### config.mk
export PLATFORM = sky130hd
export DESIGN_NAME = unit_test_sequencer
export DESIGN_NICKNAME = d
export VERILOG_FILES = /design/src/rtl/unit_test_sequencer_pkg.sv /design/src/rtl/unit_test_sequencer_sync_2ff.sv /design/src/rtl/unit_test_sequencer.sv
export SDC_FILE = /design/constraint.sdc
export NUM_CORES = 1
export LEC_CHECK = 0
export BUFFER_PORTS_ARGS = -buffer_cell sky130_fd_sc_hd__buf_2
export CORE_MARGIN = 8
export CORE_UTILIZATION = 45
export CTS_BUF_LIST = sky130_fd_sc_hd__clkbuf_2
export DETAILED_ROUTE_END_ITERATION = 10
export PLACE_DENSITY = 0.68
export SYNTH_ARGS = -nofsm -noshare
export SYNTH_HDL_FRONTEND = slang
export SYNTH_SLANG_ARGS = --single-unit
### constraint.sdc
create_clock -name clk -period 2.6 [get_ports clk]
set_clock_uncertainty 0.15 [all_clocks]
set_input_delay 0.13 -clock clk [delete_from_list [all_inputs] [get_ports clk]]
set_output_delay 0.13 -clock clk [all_outputs]
set_load 0.02 [all_outputs]
### src/rtl/unit_test_sequencer_pkg.sv
// Shared types for the unit-test sequencer: FSM state encodings and a small
// index-to-one-hot helper used to drive the launch vector.
package unit_test_sequencer_pkg;

    localparam int SEQ_ST_W = 3;

    typedef enum logic [SEQ_ST_W-1:0] {
        SEQ_IDLE   = 3'd0,
        SEQ_LAUNCH = 3'd1,
        SEQ_WAIT   = 3'd2,
        SEQ_NEXT   = 3'd3,
        SEQ_DONE   = 3'd4
    } seq_state_e;

    // One-hot of a test index; callers truncate to their N_TESTS width.
    function automatic logic [31:0] f_onehot(input logic [4:0] idx);
        logic [31:0] v;
        v = 32'd1 << idx;
        return v;
    endfunction

endpackage

### src/rtl/unit_test_sequencer_sync_2ff.sv
// Two-stage synchroniser bank for level inputs crossing into the clk domain.
// Both stages clear asynchronously with rst_n.
module sync_2ff #(
    parameter int W = 1
) (
    input  logic         clk,
    input  logic         rst_n,
    input  logic [W-1:0] i_d,
    output logic [W-1:0] o_q
);

    logic [W-1:0] r_meta;
    logic [W-1:0] r_sync;

    // Metastability stage followed by the stable output stage.
    always_ff @(posedge clk or negedge rst_n) begin
        if (!rst_n) begin
            r_meta <= '0;
            r_sync <= '0;
        end else begin
            r_meta <= i_d;
            r_sync <= r_meta;
        end
    end

    assign o_q = r_sync;

endmodule

### src/rtl/unit_test_sequencer.sv
// Initiator of the start/finish unit-test handshake: launches each responder
// in index order, waits for its finish or a timeout, and records the outcome.
module unit_test_sequencer
    import unit_test_sequencer_pkg::*;
#(
    parameter int N_TESTS        = 4,
    parameter int TIMEOUT_CYCLES = 1024,
    localparam int IDX_W = ($clog2(N_TESTS) > 0) ? $clog2(N_TESTS) : 1,
    localparam int TMR_W = $clog2(TIMEOUT_CYCLES) + 1
) (
    input  logic               clk,
    input  logic               reset_n,
    input  logic               run,
    input  logic [N_TESTS-1:0] finish,
    output logic [N_TESTS-1:0] start,
    output logic               busy,
    output logic               done,
    output logic [IDX_W-1:0]   cur_idx,
    output logic [N_TESTS-1:0] ok_mask,
    output logic [N_TESTS-1:0] timeout_mask
);

    seq_state_e         r_state;
    logic [N_TESTS-1:0] r_start;
    logic               r_busy;
    logic               r_done;
    logic [IDX_W-1:0]   r_idx;
    logic [TMR_W-1:0]   r_timer;
    logic [N_TESTS-1:0] r_ok;
    logic [N_TESTS-1:0] r_to;

    seq_state_e         w_state_nxt;
    logic [N_TESTS-1:0] w_start_nxt;
    logic [IDX_W-1:0]   w_idx_nxt;
    logic [TMR_W-1:0]   w_timer_nxt;
    logic [N_TESTS-1:0] w_ok_nxt;
    logic [N_TESTS-1:0] w_to_nxt;
    logic               w_busy_nxt;
    logic               w_done_nxt;
    logic [N_TESTS-1:0] w_fin_s;
    logic [N_TESTS-1:0] w_cur_bit;
    logic               w_fin_cur;
    logic               w_last_idx;
    logic               w_timer_exp;

    sync_2ff #(
        .W (N_TESTS)
    ) u_fin_sync (
        .clk   (clk),
        .rst_n (reset_n),
        .i_d   (finish),
        .o_q   (w_fin_s)
    );

    assign w_cur_bit   = N_TESTS'(f_onehot(5'(r_idx)));
    assign w_fin_cur   = |(w_fin_s & w_cur_bit);
    assign w_last_idx  = (r_idx == IDX_W'(N_TESTS - 1));
    assign w_timer_exp = (r_timer == TMR_W'(TIMEOUT_CYCLES - 1));

    // Next-state, launch vector, index, timer and result-mask logic.
    always_comb begin
        w_state_nxt = r_state;
        w_start_nxt = r_start;
        w_idx_nxt   = r_idx;
        w_timer_nxt = r_timer;
        w_ok_nxt    = r_ok;
        w_to_nxt    = r_to;
        case (r_state)
            SEQ_IDLE: begin
                if (run) begin
                    w_state_nxt = SEQ_LAUNCH;
                    w_idx_nxt   = '0;
                    w_ok_nxt    = '0;
                    w_to_nxt    = '0;
                end else begin
                    w_state_nxt = SEQ_IDLE;
                end
            end
            SEQ_LAUNCH: begin
                // A finish already high before launch cannot be a real answer.
                if (w_fin_cur) begin
                    w_to_nxt    = r_to | w_cur_bit;
                    w_state_nxt = SEQ_NEXT;
                end else begin
                    w_start_nxt = w_cur_bit;
                    w_timer_nxt = '0;
                    w_state_nxt = SEQ_WAIT;
                end
            end
            SEQ_WAIT: begin
                w_timer_nxt = r_timer + TMR_W'(1);
                if (w_fin_cur) begin
                    w_ok_nxt    = r_ok | w_cur_bit;
                    w_start_nxt = '0;
                    w_state_nxt = SEQ_NEXT;
                end else if (w_timer_exp) begin
                    w_to_nxt    = r_to | w_cur_bit;
                    w_start_nxt = '0;
                    w_state_nxt = SEQ_NEXT;
                end else begin
                    w_state_nxt = SEQ_WAIT;
                end
            end
            SEQ_NEXT: begin
                if (w_last_idx) begin
                    w_state_nxt = SEQ_DONE;
                end else begin
                    w_idx_nxt   = r_idx + IDX_W'(1);
                    w_state_nxt = SEQ_LAUNCH;
                end
            end
            SEQ_DONE: begin
                if (!run) begin
                    w_state_nxt = SEQ_IDLE;
                end else begin
                    w_state_nxt = SEQ_DONE;
                end
            end
            default: begin
                w_state_nxt = SEQ_IDLE;
                w_start_nxt = '0;
            end
        endcase
        w_busy_nxt = (w_state_nxt != SEQ_IDLE) && (w_state_nxt != SEQ_DONE);
        w_done_nxt = (w_state_nxt == SEQ_DONE);
    end

    // State, timer, index, mask and output registers.
    always_ff @(posedge clk or negedge reset_n) begin
        if (!reset_n) begin
            r_state <= SEQ_IDLE;
            r_start <= '0;
            r_busy  <= 1'b0;
            r_done  <= 1'b0;
            r_idx   <= '0;
            r_timer <= '0;
            r_ok    <= '0;
            r_to    <= '0;
        end else begin
            r_state <= w_state_nxt;
            r_start <= w_start_nxt;
            r_busy  <= w_busy_nxt;
            r_done  <= w_done_nxt;
            r_idx   <= w_idx_nxt;
            r_timer <= w_timer_nxt;
            r_ok    <= w_ok_nxt;
            r_to    <= w_to_nxt;
        end
    end

    assign start        = r_start;
    assign busy         = r_busy;
    assign done         = r_done;
    assign cur_idx      = r_idx;
    assign ok_mask      = r_ok;
    assign timeout_mask = r_to;

endmodule

* Word-level counts from Yosys, hierarchy flattened *
Cells that the tools add are included.

storage, ports and cells
  flip-flop bits (word level) = 38
  input bits = 7
  output and inout port bits = 16
  logic and storage cells = 70

operators by class
  add/sub/neg operators = 2
  equal/unequal tests = 16
  shifts and indexed selects = 1
  mux-type cells = 23
  bitwise gates (word level) = 4
  reductions and logical operators = 14

operators by type and width
  kind                                                    number
  two-way mux 4 bit                                       8
  case mux 4 bit (3 select lines)                         2
  case mux 11 bit (2 select lines)                        1
  case mux 3 bit (5 select lines)                         1
  inequality test 2 bit (second input constant)           7
  adder 11 x 1 -> 11 bit (second input constant)          1
  equality test 11 x 10 -> 1 bit (second input constant)  1
  two-way mux 11 bit                                      1
  AND reduction 3 bit                                     3
  bitwise OR 4 bit                                        2
  case mux 4 bit (2 select lines)                         1
  equality test 3 x 2 -> 1 bit (second input constant)    2
  equality test 3 bit (second input constant)             2
  two-way mux 3 bit                                       2
  inequality test 3 bit (second input constant)           2
  nonzero test 2 bit                                      3
  nonzero test 3 bit                                      2
  AND reduction 5 bit                                     1
  bitwise AND 4 bit                                       1
  two-way mux 1 bit                                       4
  two-way mux 2 bit                                       2
  case mux 2 bit (2 select lines)                         1
  OR reduction 4 bit                                      1
  left shift 1 x 2 -> 4 bit (first input constant)        1
  8 further kinds                                         8

* Depth between registers and ports, before layout *
Gate-level depths: netlist (run 1).

  depth in word-level cells = 7
  gate-level depth with buffers = 7
  gate-level depth less buffers = 6

* By module *
From an unflattened synthesis (run 1), not the netlist that was laid out.

second synthesis, totals
  cells, all modules = 157
  area, all modules = 1677.9 µm²

by module, submodules not included
  module               instances  cells each  area an instance (µm²)  seq. area each (µm²)
  unit_test_sequencer  1          149         1477.7                  750.7
  sync_2ff             1          8           200.2                   200.2

* Worst setup path before layout (run 1) *
OpenSTA, ideal clock, no wires.

  kind = reg2reg
  start = reg r_idx[0] (netlist: cur_idx[0])
  end = reg r_start[0] (netlist: start[0])
  library setup time = 0.066 ns
  data arrival time = 1.756 ns
  data required time = 2.384 ns
  path slack = 0.628 ns
  cell stages (with the launch flop) = 8
  buffers on the path = 1
  period minus slack after synthesis = 1.972 ns
  path through = dfrtp_1 inv_1 ha_1 a22oi_2 nand2_1 buf_2 nor3_2 a22o_1

on the way
  word-level cells in the longest chain between the ends = 5

ends and longest elaborated chain
  what                                                                                     RTL line                       source
  from (decl)                                                                              unit_test_sequencer.sv:27      logic [IDX_W-1:0] r_idx;
  from (signal assigned)                                                                   unit_test_sequencer.sv:144     r_idx <= w_idx_nxt;
  left shift 1 x 2 -> 4 bit *                                                              unit_test_sequencer_pkg.sv:18  v = 32'd1 << idx;
  bitwise AND 4 bit                                                                        unit_test_sequencer.sv:56      assign w_fin_cur = |(w_fin_s & w_cur_bit);
  OR reduction 4 bit                                                                       unit_test_sequencer.sv:56
  inequality test 3 bit (no line) (tied with other cells)                                  n/a
  AND reduction 3 bit (no line) / case mux 4 bit (3 select lines) (equally long branches)  n/a
  to (signal assigned)                                                                     unit_test_sequencer.sv:141     r_start <= w_start_nxt;
  to (decl)                                                                                unit_test_sequencer.sv:24      logic [N_TESTS-1:0] r_start;

Every way passes the cells marked *; elsewhere a longest branch is shown, timed or not. The select of a mux whose other input is x is not followed.
A chain may end at the register's enable or synchronous reset.

* Worst setup path after layout (run 1) *
  start = reg r_idx[0] (netlist: cur_idx[0])
  end = reg r_start[2] (netlist: start[2])

The elaborated chain is that of the path after synthesis.

==> results of run 1 <==
==> final cells by class <==
type                    instances  share of cell area [%]
clock buffers                   5                    1.28
clock inverters                 3                   0.833
inverters                       3                   0.577
multi-input cells             108                    36.8
flip-flops and latches         38                    48.7
well taps                      48                    3.07
repair buffers                 28                    8.71
==> sequential cells by signal, summed over array words and instances, names as in the netlist <==
register           flops
u_fin_sync.o_q         4
start                  4
busy                   1
ok_mask                4
u_fin_sync.r_meta      4
timeout_mask           4
r_state                3
cur_idx                2
r_timer               11
done                   1
==> worst min path at each step <==
stage,end,slack [ns],depth (start not counted)
after floorplan,busy$_DFF_PN0_,-0.32,0
after global placement,u_fin_sync.r_meta[2]$_DFF_PN0_,0.09,1
after detailed placement,u_fin_sync.r_meta[3]$_DFF_PN0_,0.09,1
after CTS,u_fin_sync.r_meta[2]$_DFF_PN0_,0.18,2
after global routing,u_fin_sync.r_meta[3]$_DFF_PN0_,0.18,2
final,busy$_DFF_PN0_,0.20,2
==> cells by family after synthesis <==
group	count (synthesis)	share of synthesized area, %
AND/OR/NAND/NOR	54	17.4
multiplexers	3	1.88
AO/OA/AOI/OAI	46	18.7
flip-flops	38	55.0
buffers and inverters	9	3.47
adder cells (fa/ha/maj)	5	3.62
==> placed cells by master, fill, tap and decap left out, types with 2 or more instances in the layout <==
| master | instances |
|---|---|
| nand2_1 | 16 |
| a21oi_1 | 7 |
| mux2_2 | 2 |
| ha_1 | 5 |
| a22o_1 | 5 |
| and2_1 | 2 |
| dlygate4sd3_1 | 6 |
| a32oi_1 | 4 |
| o21ai_0 | 16 |
| clkbuf_2 | 5 |
| and3_1 | 3 |
| buf_2 | 22 |
| inv_1 | 3 |
| nand4_1 | 2 |
| nand2b_1 | 3 |
| nor2_1 | 8 |
| a32o_1 | 2 |
| dfrtp_1 | 38 |
| a22oi_2 | 2 |
| nand3_1 | 11 |
| a31oi_1 | 6 |
==> worst register-to-register path, stage by stage (launching register included) <==
cell and delay [ns]:
dfrtp_1 0.47, inv_1 0.10, ha_1 0.27, a22oi_2 0.29, nand2_1 0.31, o31ai_4 0.38, a22o_1 0.18
==> report_power, final <==
group / internal, mW / switching [mW]
Combinational: 0.327 / 0.545
Sequential: 0.715 / 0.139
Clock: 0.0613 / 0.192
Total: 1.10 / 0.877
==> metrics by stage <==
step	hold slack, ns	instances	setup slack [ns]	util (%)	area, um^2
after global routing	0.179	233	0.245	53.0	1950
after floorplan	-0.316	155	0.628	-	1730
after CTS	0.185	233	0.407	53.0	1950
after detailed placement	0.0897	219	0.462	50.2	1850
final	0.198	233	0.410	53.0	1950
after global placement	0.0901	219	0.565	50.2	1850
==> routing by layer <==
metal  global-route usage [%]  part of all wire [%]
met2                     20.6                    49
met4                     5.00                   1.5
met5                        0                     0
met1                     14.7                    43
met3                     4.44                   6.0
==> metrics.log, run 1 <==
[metrics] f_max: 457 MHz
[metrics] outcome: finished clean
[metrics] post-cts resize count: 0
[metrics] via count of the first global-routing pass: 1308
[metrics] global-route usage over all layers: 12.6%
[metrics] total chip power: 1.98 mW
[metrics] Req. time, crit path: 2.79 ns
[metrics] number of port buffers: 22
[metrics] top-level port count: 23
[metrics] Tmin final: 2.19 ns
[metrics] critical-path maximum fanout: 11
[metrics] number of cells on the critical path: 6
[metrics] worst reg2reg path depth: 6
[metrics] hold violation count in the final report: 0
[metrics] number of inserted filler cells in the final layout: 337
[metrics] detailed placer's ending HPWL: 2.55 mm
[metrics] GR Overflow Total: 0
[metrics] worst slew margin relative to its limit: 44.5%
[metrics] global placement routability congestion: 0.830
[metrics] DIE HEIGHT: 78.0 um
[metrics] measured slew at the worst slew-check pin: 0.833 ns
[metrics] Arrival @ worst endpoint: roughly 2.4 ns
[metrics] DRC viols: 0
[metrics] number of storage elements in the synthesis netlist: 38
[metrics] pin count of the biggest net entering global routing: 39
[metrics] number of instances in the synthesized netlist: 155
[metrics] delay-heaviest family, CP: compound AO/OA/AOI/OAI gates
[metrics] reg2reg end: start[2]$_DFFE_PN0P_
[metrics] number of buffer and inverter instances along the worst setup path: 1
[metrics] total number of vias: around 1300
[metrics] sequential share of the synthesized area: ~55%
[metrics] Core Footprint: 3690 um^2
[metrics] Avg WL per Cell: 15.7 um
[metrics] ordered cell list for the critical path: inv_1, ha_1, a22oi_2, nand2_1, o31ai_4, a22o_1
[metrics] maximum capacitance violations: 0
[metrics] power density of the placed cells: 1010 nW/um^2
[metrics] Die Width: 78.0 um
[metrics] ys flop type: dfrtp_1
[metrics] Sequential Area: 951 um^2
[metrics] buffer levels on the longest clock path: 2
[metrics] aggregate routed wire length: 3.65 mm
[metrics] fraction of layout cells with a size suffix above 1: about a fifth
[metrics] Post-Syn Area: 1730 um^2
[metrics] wire length of the first global-routing pass: roughly 6.2 mm
[metrics] unrepaired setup endpoints after global routing: no
[metrics] number of buffers created by CTS: 5
[metrics] Setup Fix Bufs, Post-CTS: 0
[metrics] drt initial violations: 91
[metrics] clock root buffer: clkbuf_2
[metrics] Synthesized Nets: roughly 170
[metrics] most common cell in the synthesized netlist: dfrtp_1
[metrics] Skew-Pair Late Insertion Delay: roughly 0.4 ns
[metrics] Max Slew Vio Count: 0
[metrics] yosys synthesis warning count: 0
[metrics] maximum level of the CTS H-tree: 2
[metrics] initial antenna violation count: 0
[metrics] VDD IR max: between 0.7 and 0.8 mV
[metrics] final antenna diode count: 0
[metrics] cell types with the highest counts after synthesis: dfrtp_1, nand2_1, o21ai_0
[metrics] first-pass detailed-route iteration total: 4
[metrics] number of nets in the layout: approximately 200
[metrics] post-synthesis async set-or-reset flop share: 100%
[metrics] cell with the biggest individual delay on the critical path: dfrtp_1
[metrics] initial core utilization: 46.9%
[metrics] post-route clock period utilization: between 80 and 90%
[metrics] crit path capture: start[2]$_DFFE_PN0P_
[metrics] clock-pin transition on the worst setup and hold timing paths: 0.19 ns
[metrics] kind of end point of the critical path: register
[metrics] cell leakage power: 0.908 nW
[metrics] standard-cell row count: 22
[metrics] top cells by area in the synthesized netlist: dfrtp_1, o21ai_0, ha_1
[metrics] critical path class: reg2reg
[metrics] Setup TNS: 0 ns
[metrics] clock sinks: 38
[metrics] TritonCTS clock tree: done
[metrics] combined area of the multi-input logic cells: around 720 um^2
[metrics] Netlist cell types: 34
[metrics] launch point of the worst reg-to-reg path: cur_idx[0]$_DFFE_PN0P_
[metrics] number of enable-type register cells in the synthesized netlist: 0
[metrics] area of the die: slightly above 6000 um^2
[metrics] area share of the largest cell type after synthesis: 55.0%
[metrics] count of endpoints failing setup in the final report: 0
[metrics] flop-to-flop setup slack: 0.41 ns
[metrics] area growth from synthesis to final layout: 12.9%
[metrics] number of hold buffers added after CTS: 6
[metrics] maximum single-stage delay on the critical path: between 0.4 and 0.5 ns
[metrics] worst setup path startpoint: cur_idx[0]$_DFFE_PN0P_
[metrics] syn_area_per_cell: 11.2 um^2
[metrics] class of the worst hold path: in2async
[metrics] mean number of vias per cell: about 5.7
[metrics] post-synthesis cell type with the largest combined area: dfrtp_1
[metrics] type of element launching the critical path: register
[metrics] remaining antenna violation count: 0
(Power assumes the default switching activity.)
==> run 2: changes to the inputs <==
==> constraint.sdc (replaced) <==
create_clock -name clk -period 2.3 [get_ports clk]
set_clock_uncertainty 0.15 [all_clocks]
set_input_delay 0.115 -clock clk [delete_from_list [all_inputs] [get_ports clk]]
set_output_delay 0.115 -clock clk [all_outputs]
set_load 0.02 [all_outputs]
==> run 2 against run 1 <==
Clock power up 100%; global-route usage up 0.90 points; power up 26%; critical path depth unchanged; critical path type unchanged; highest routed layer unchanged.
==> metrics.log, run 2 (synthesis gave the netlist of run 1 again) <==
[metrics] worst reg2reg path depth: 6
[metrics] wire length of the first global-routing pass: roughly 6.7 mm
[metrics] area growth from synthesis to final layout: 16.2%
[metrics] delay-heaviest family, CP: compound AO/OA/AOI/OAI gates
[metrics] DRC viols: 0
[metrics] total number of vias: 1335
[metrics] VDD IR max: 0.774 mV
[metrics] Sequential Area: 951 um^2
[metrics] area of the die: 6090 um^2
[metrics] Core Footprint: 3690 um^2
[metrics] minimum setup slack after placement: 0.141 ns
[metrics] global placement routability congestion: around 0.85
[metrics] critical-path maximum fanout: 11
[metrics] clock root buffer: clkbuf_2
[metrics] maximum capacitance violations: 0
[metrics] f_max: 475 MHz
[metrics] first-pass detailed-route iteration total: 4
[metrics] measured slew at the worst slew-check pin: 0.817 ns
[metrics] aggregate routed wire length: about 3.8 mm
[metrics] ordered cell list for the critical path: inv_1, ha_1, a22oi_2, nand2_2, o31ai_4, a22o_1
[metrics] largest reg by FF count: r_timer
[metrics] detailed placer's ending HPWL: between 2 and 3 mm
[metrics] worst slew margin relative to its limit: 45.5%
[metrics] leading cell type in the layout, fill and taps excluded: dfrtp_1
[metrics] maximum single-stage delay on the critical path: 0.46 ns
[metrics] number of buffer and inverter instances along the worst setup path: 1
[metrics] kind of end point of the critical path: register
[metrics] via count of the first global-routing pass: approximately 1400
[metrics] number of buffers created by CTS: 5
[metrics] hold violation count in the final report: 0
[metrics] Max Slew Vio Count: 0
[metrics] Tmin final: 2.10 ns
[metrics] drt initial violations: 76
[metrics] buffer levels on the longest clock path: 2
[metrics] DIE HEIGHT: 78.0 um
[metrics] flop-to-flop setup slack: around 0.2 ns
[metrics] type of element launching the critical path: register
[metrics] outcome: finished clean
[metrics] number of inserted filler cells in the final layout: 337
[metrics] most used cells in the layout excluding fill and tap cells: dfrtp_1, buf_2, o21ai_0
[metrics] remaining antenna violation count: 0
[metrics] number of nets in the layout: 197
[metrics] post-route worst setup slack: 0.196 ns
[metrics] mean number of vias per cell: 5.71
[metrics] number of flip-flops in the largest register: 11
[metrics] Req. time, crit path: approximately 2.5 ns
[metrics] clock-pin transition on the worst setup and hold timing paths: 0.20 ns
[metrics] class of the worst hold path: in2async
[metrics] Setup TNS: 0 ns
[metrics] Die Width: between 70 and 80 um
[metrics] launch point of the worst reg-to-reg path: cur_idx[0]$_DFFE_PN0P_
[metrics] initial core utilization: 46.9%
[metrics] pin count of the biggest net entering global routing: 39
[metrics] post-route clock period utilization: 91.5%
[metrics] TritonCTS clock tree: done
[metrics] Avg WL per Cell: 16.2 um
[metrics] maximum level of the CTS H-tree: 2
[metrics] power density of the placed cells: around 1200 nW/um^2
[metrics] GR Overflow Total: 0
[metrics] fraction of layout cells with a size suffix above 1: 21.5%
[metrics] top-level port count: 23
[metrics] unrepaired setup endpoints after global routing: no
[metrics] clock sinks: 38
[metrics] reg2reg end: start[2]$_DFFE_PN0P_
[metrics] standard-cell row count: 22
[metrics] global-route usage over all layers: 13.5%
[metrics] number of port buffers: 22
[metrics] cell with the biggest individual delay on the critical path: dfrtp_1
[metrics] combined area of the multi-input logic cells: 722 um^2
[metrics] count of endpoints failing setup in the final report: 0
[metrics] cell leakage power: 0.938 nW
[metrics] Skew-Pair Late Insertion Delay: 0.40 ns
[metrics] initial antenna violation count: 0
[metrics] critical path class: reg2reg
[metrics] Arrival @ worst endpoint: 2.30 ns
[metrics] total chip power: 2.49 mW
[metrics] final antenna diode count: 0
-- run 2: cell count changes in the layout (fill, tap and decap cells not counted) --
cell | before | now
bufinv_16 | 0 | 2
buf_4 | 0 | 1
clkinv_2 | 1 | 0
clkinvlp_4 | 1 | 0
nand2_1 | 16 | 15
nand2_2 | 0 | 1
-- run 2: per-stage QoR --
step	instance area, um^2	hold WS (ns)	utilization [%]	instances
floorplan	1730	-0.331	-	155
finish	2010	0.163	54.5	234
global placement	1860	0.0739	50.4	220
global route	2010	0.166	54.5	234
detailed placement	1860	0.0755	50.4	220
CTS	2010	0.170	54.4	234
-- run 2: layout make-up --
class / count / share of cell area, %
Timing Repair Buffer: 29 / 8.84
Tap cell: 48 / 2.99
Sequential cell: 38 / 47.3
Multi-Input combinational cell: 108 / 35.9
Inverter: 3 / 0.560
Clock buffer: 5 / 1.24
Clock inverter: 3 / 3.17
-- run 2: worst max path at each step --
stage	slack, ns	endpoint	startpoint	cells after the start
finish	0.20	start[2]$_DFFE_PN0P_	cur_idx[0]$_DFFE_PN0P_	6
global route	0.12	start[3]$_DFFE_PN0P_	cur_idx[0]$_DFFE_PN0P_	6
CTS	0.09	start[2]$_DFFE_PN0P_	cur_idx[0]$_DFFE_PN0P_	6
detailed placement	0.14	start[2]$_DFFE_PN0P_	cur_idx[0]$_DFFE_PN0P_	6
global placement	0.26	start[3]$_DFFE_PN0P_	cur_idx[0]$_DFFE_PN0P_	6
floorplan	0.33	start[0]$_DFFE_PN0P_	cur_idx[0]$_DFFE_PN0P_	7
-- run 2: metal layers --
metal / GRT usage [%] / routed length (um) / vias up / part of all wire [%]
met3: 3.19 / 143 / 11 / 3.8
met5: 0 / 0 / - / 0
li1: - / - / 636 / -
met4: 6.67 / 97 / 0 / 2.6
met2: 21.0 / 1830 / 29 / 48
met1: 17.2 / 1730 / 659 / 46
-- run 2: worst register-to-register path: cells and delay by family, from the launching register on --
family,cells,cell delay (ns)
AND/OR/NAND/NOR,1,0.24
buffers and inverters,1,0.09
AO/OA/AOI/OAI,3,0.85
adder cells (fa/ha/maj),1,0.27
flip-flops,1,0.46
-- run 2: where the power goes --
group / total, mW / leakage [nW] / internal, mW / switching (mW)
Combinational: 1.01 / 0.392 / 0.376 / 0.636
Sequential: 0.968 / 0.495 / 0.808 / 0.159
Clock: 0.514 / 0.0506 / 0.290 / 0.225
Total: 2.49 / 0.938 / 1.47 / 1.02
-- run 2: repair_timing --
item                                    4_1_cts  5_1_grt
buffers inserted                              0        0
hold buffers                                  6        0
resized for setup                             0        1
endpoints found under the setup margin        0        4
endpoints found under the hold margin        48        0
==> run 3: changes to the inputs <==
--- a/config.mk
+++ b/config.mk
@@ -11,6 +11,7 @@
 export CTS_BUF_LIST = sky130_fd_sc_hd__clkbuf_2
 export DETAILED_ROUTE_END_ITERATION = 10
 export PLACE_DENSITY = 0.68
+export REMOVE_ABC_BUFFERS = 1
 export SYNTH_ARGS = -nofsm -noshare
 export SYNTH_HDL_FRONTEND = slang
 export SYNTH_SLANG_ARGS = --single-unit
==> run 3 against run 2 <==
Critical path depth is the same; count of clock-buffer cells in the layout is the same; largest cell class unchanged; via count shrank 1.9%; highest routed layer unchanged; combinational power is essentially flat.
==> metrics.log, run 3 (synthesis gave the netlist of run 1 again) <==
[metrics] outcome: finished clean
[metrics] via count of the first global-routing pass: around 1300
[metrics] maximum single-stage delay on the critical path: 0.47 ns
[metrics] f_max: 480 MHz
[metrics] hold violation count in the final report: 0
[metrics] internal power summed over all cells: 1.36 mW
[metrics] worst reg2reg path depth: 6
[metrics] measured slew at the worst slew-check pin: 0.816 ns
[metrics] wire length of the first global-routing pass: roughly 6.3 mm
[metrics] critical path class: reg2reg
[metrics] Setup TNS: 0 ns
[metrics] drt initial violations: 67
[metrics] relative contribution of sequential cells to total power: 41.3%
[metrics] most used cells in the layout excluding fill and tap cells: dfrtp_1, buf_2, o21ai_0
[metrics] number of buffers created by CTS: 5
[metrics] largest reg by FF count: r_timer
[metrics] buffer levels on the longest clock path: 2
[metrics] first-pass detailed-route iteration total: 4
[metrics] TritonCTS clock tree: done
[metrics] total number of vias: approximately 1300
[metrics] Skew-Pair Late Insertion Delay: 0.39 ns
[metrics] remaining antenna violation count: 0
[metrics] cell with the biggest individual delay on the critical path: dfrtp_1
[metrics] aggregate routed wire length: 3.70 mm
[metrics] area of the die: 6090 um^2
[metrics] critical-path maximum fanout: 11
[metrics] proportion of total power due to net switching: 42.1%
[metrics] count of endpoints failing setup in the final report: 0
[metrics] number of nets in the layout: 197
[metrics] post-route worst setup slack: 0.217 ns
[metrics] Core Footprint: 3690 um^2
[metrics] final hold slack: 0.175 ns
[metrics] global placement routability congestion: between 0.8 and 0.9
[metrics] number of inserted filler cells in the final layout: 329
[metrics] ordered cell list for the critical path: inv_1, ha_1, a22oi_2, nand2_2, o31ai_4, a22o_1
[metrics] power density of the placed cells: around 1200 nW/um^2
[metrics] standard-cell row count: 22
[metrics] kind of end point of the critical path: register
[metrics] top-level port count: 23
[metrics] clock sinks: 38
[metrics] mean number of vias per cell: 5.62
[metrics] clock group share of total power: approximately 16%
[metrics] GR Overflow Total: 0
[metrics] launch point of the worst reg-to-reg path: cur_idx[0]$_DFFE_PN0P_
[metrics] initial antenna violation count: 0
[metrics] final antenna diode count: 0
[metrics] DIE HEIGHT: 78.0 um
[metrics] total chip power: 2.35 mW
[metrics] pin count of the biggest net entering global routing: 39
[metrics] Req. time, crit path: 2.50 ns
[metrics] maximum capacitance violations: 0
[metrics] worst setup path startpoint: cur_idx[0]$_DFFE_PN0P_
[metrics] DRC viols: 0
[metrics] maximum level of the CTS H-tree: 2
[metrics] class of the worst hold path: in2async
[metrics] switching pwr: 0.987 mW
[metrics] worst slew margin relative to its limit: 45.6%
[metrics] global-route usage over all layers: 12.7%
[metrics] initial core utilization: 46.9%
[metrics] combinational power share: a little over two fifths
[metrics] clock root buffer: clkbuf_2
[metrics] fraction of layout cells with a size suffix above 1: 21.1%
[metrics] Die Width: 78.0 um
[metrics] reg2reg end: start[0]$_DFFE_PN0P_
[metrics] number of port buffers: 22
[metrics] flop-to-flop setup slack: between 0.2 and 0.25 ns
[metrics] cell leakage power: 0.924 nW
[metrics] leading cell type in the layout, fill and taps excluded: dfrtp_1
[metrics] detailed placer's ending HPWL: 2.64 mm
[metrics] unrepaired setup endpoints after global routing: no
[metrics] Tmin final: 2.08 ns
[metrics] type of element launching the critical path: register
[metrics] Max Slew Vio Count: 0
[metrics] Arrival @ worst endpoint: 2.28 ns
[metrics] post-route clock period utilization: 90.6%
[metrics] VDD IR max: 0.788 mV
[metrics] clock-pin transition on the worst setup and hold timing paths: ~0.20 ns
[metrics] minimum setup slack after placement: between 0.1 and 0.15 ns
[metrics] Avg WL per Cell: 15.9 um
[metrics] area growth from synthesis to final layout: 14.5%
[metrics] number of flip-flops in the largest register: 11
## run 3: power by group through the flow
stage / sequential (mW) / combinational [mW] / clock [mW]
6_report: 0.968 / 0.995 / 0.383
2_1_floorplan: 1.05 / 0.601 / 0
3_3_place_gp: 0.968 / 0.966 / 0
3_5_place_dp: 0.980 / 0.981 / 0
5_1_grt: 0.986 / 1.10 / 0.413
4_1_cts: 0.967 / 0.993 / 0.391
## run 3: worst max path at each step
| stage | slack, ns | end | cells past startpoint |
|---|---|---|---|
| detailed placement | 0.13 | start[0]$_DFFE_PN0P_ | 6 |
| global placement | 0.26 | start[3]$_DFFE_PN0P_ | 6 |
| global route | 0.04 | start[0]$_DFFE_PN0P_ | 6 |
| floorplan | 0.25 | start[0]$_DFFE_PN0P_ | 6 |
| CTS | 0.1 | start[0]$_DFFE_PN0P_ | 6 |
| finish | 0.22 | start[0]$_DFFE_PN0P_ | 6 |
## run 3: stage by stage
stage / util, % / cells / cell area, um^2
floorplan: - / 149 / 1680
global placement: 50.4 / 220 / 1860
detailed placement: 50.4 / 220 / 1860
CTS: 53.6 / 233 / 1980
global route: 53.7 / 233 / 1980
finish: 53.7 / 233 / 1980
## run 3: repair_timing
action | 4_1_cts | 5_1_grt
endpoints found under the setup margin | 0 | 4
buffers inserted | 0 | 0
hold endpoints to repair | 46 | 0
hold buffers | 6 | 0
resized for setup | 0 | 1
## run 3: critical path, delay by kind of cell (launching register included)
| kind | cells | cell delay (ns) |
|---|---|---|
| buffers and inverters | 1 | 0.09 |
| flip-flops | 1 | 0.47 |
| adder cells (fa/ha/maj) | 1 | 0.28 |
| AO/OA/AOI/OAI | 3 | 0.84 |
| AND/OR/NAND/NOR | 1 | 0.22 |
## run 3: per-layer routing
metal | vias to the layer above | wire (um) | global-route usage (%)
li1 | 633 | - | -
met1 | 638 | 1650 | 15.8
met2 | 34 | 1820 | 20.6
met3 | 5 | 183 | 3.08
met4 | 0 | 41 | 5.56
met5 | - | 0 | 0
## run 3: cell type report
class	count	area (um^2)	area share (%)
multi-input cells	108	722	36.4
clock buffers	5	25.0	1.26
well taps	48	60.1	3.03
clock inverters	2	33.8	1.71
repair buffers	29	178	8.97
inverters	3	11.3	0.569
flip-flops and latches	38	951	48.0
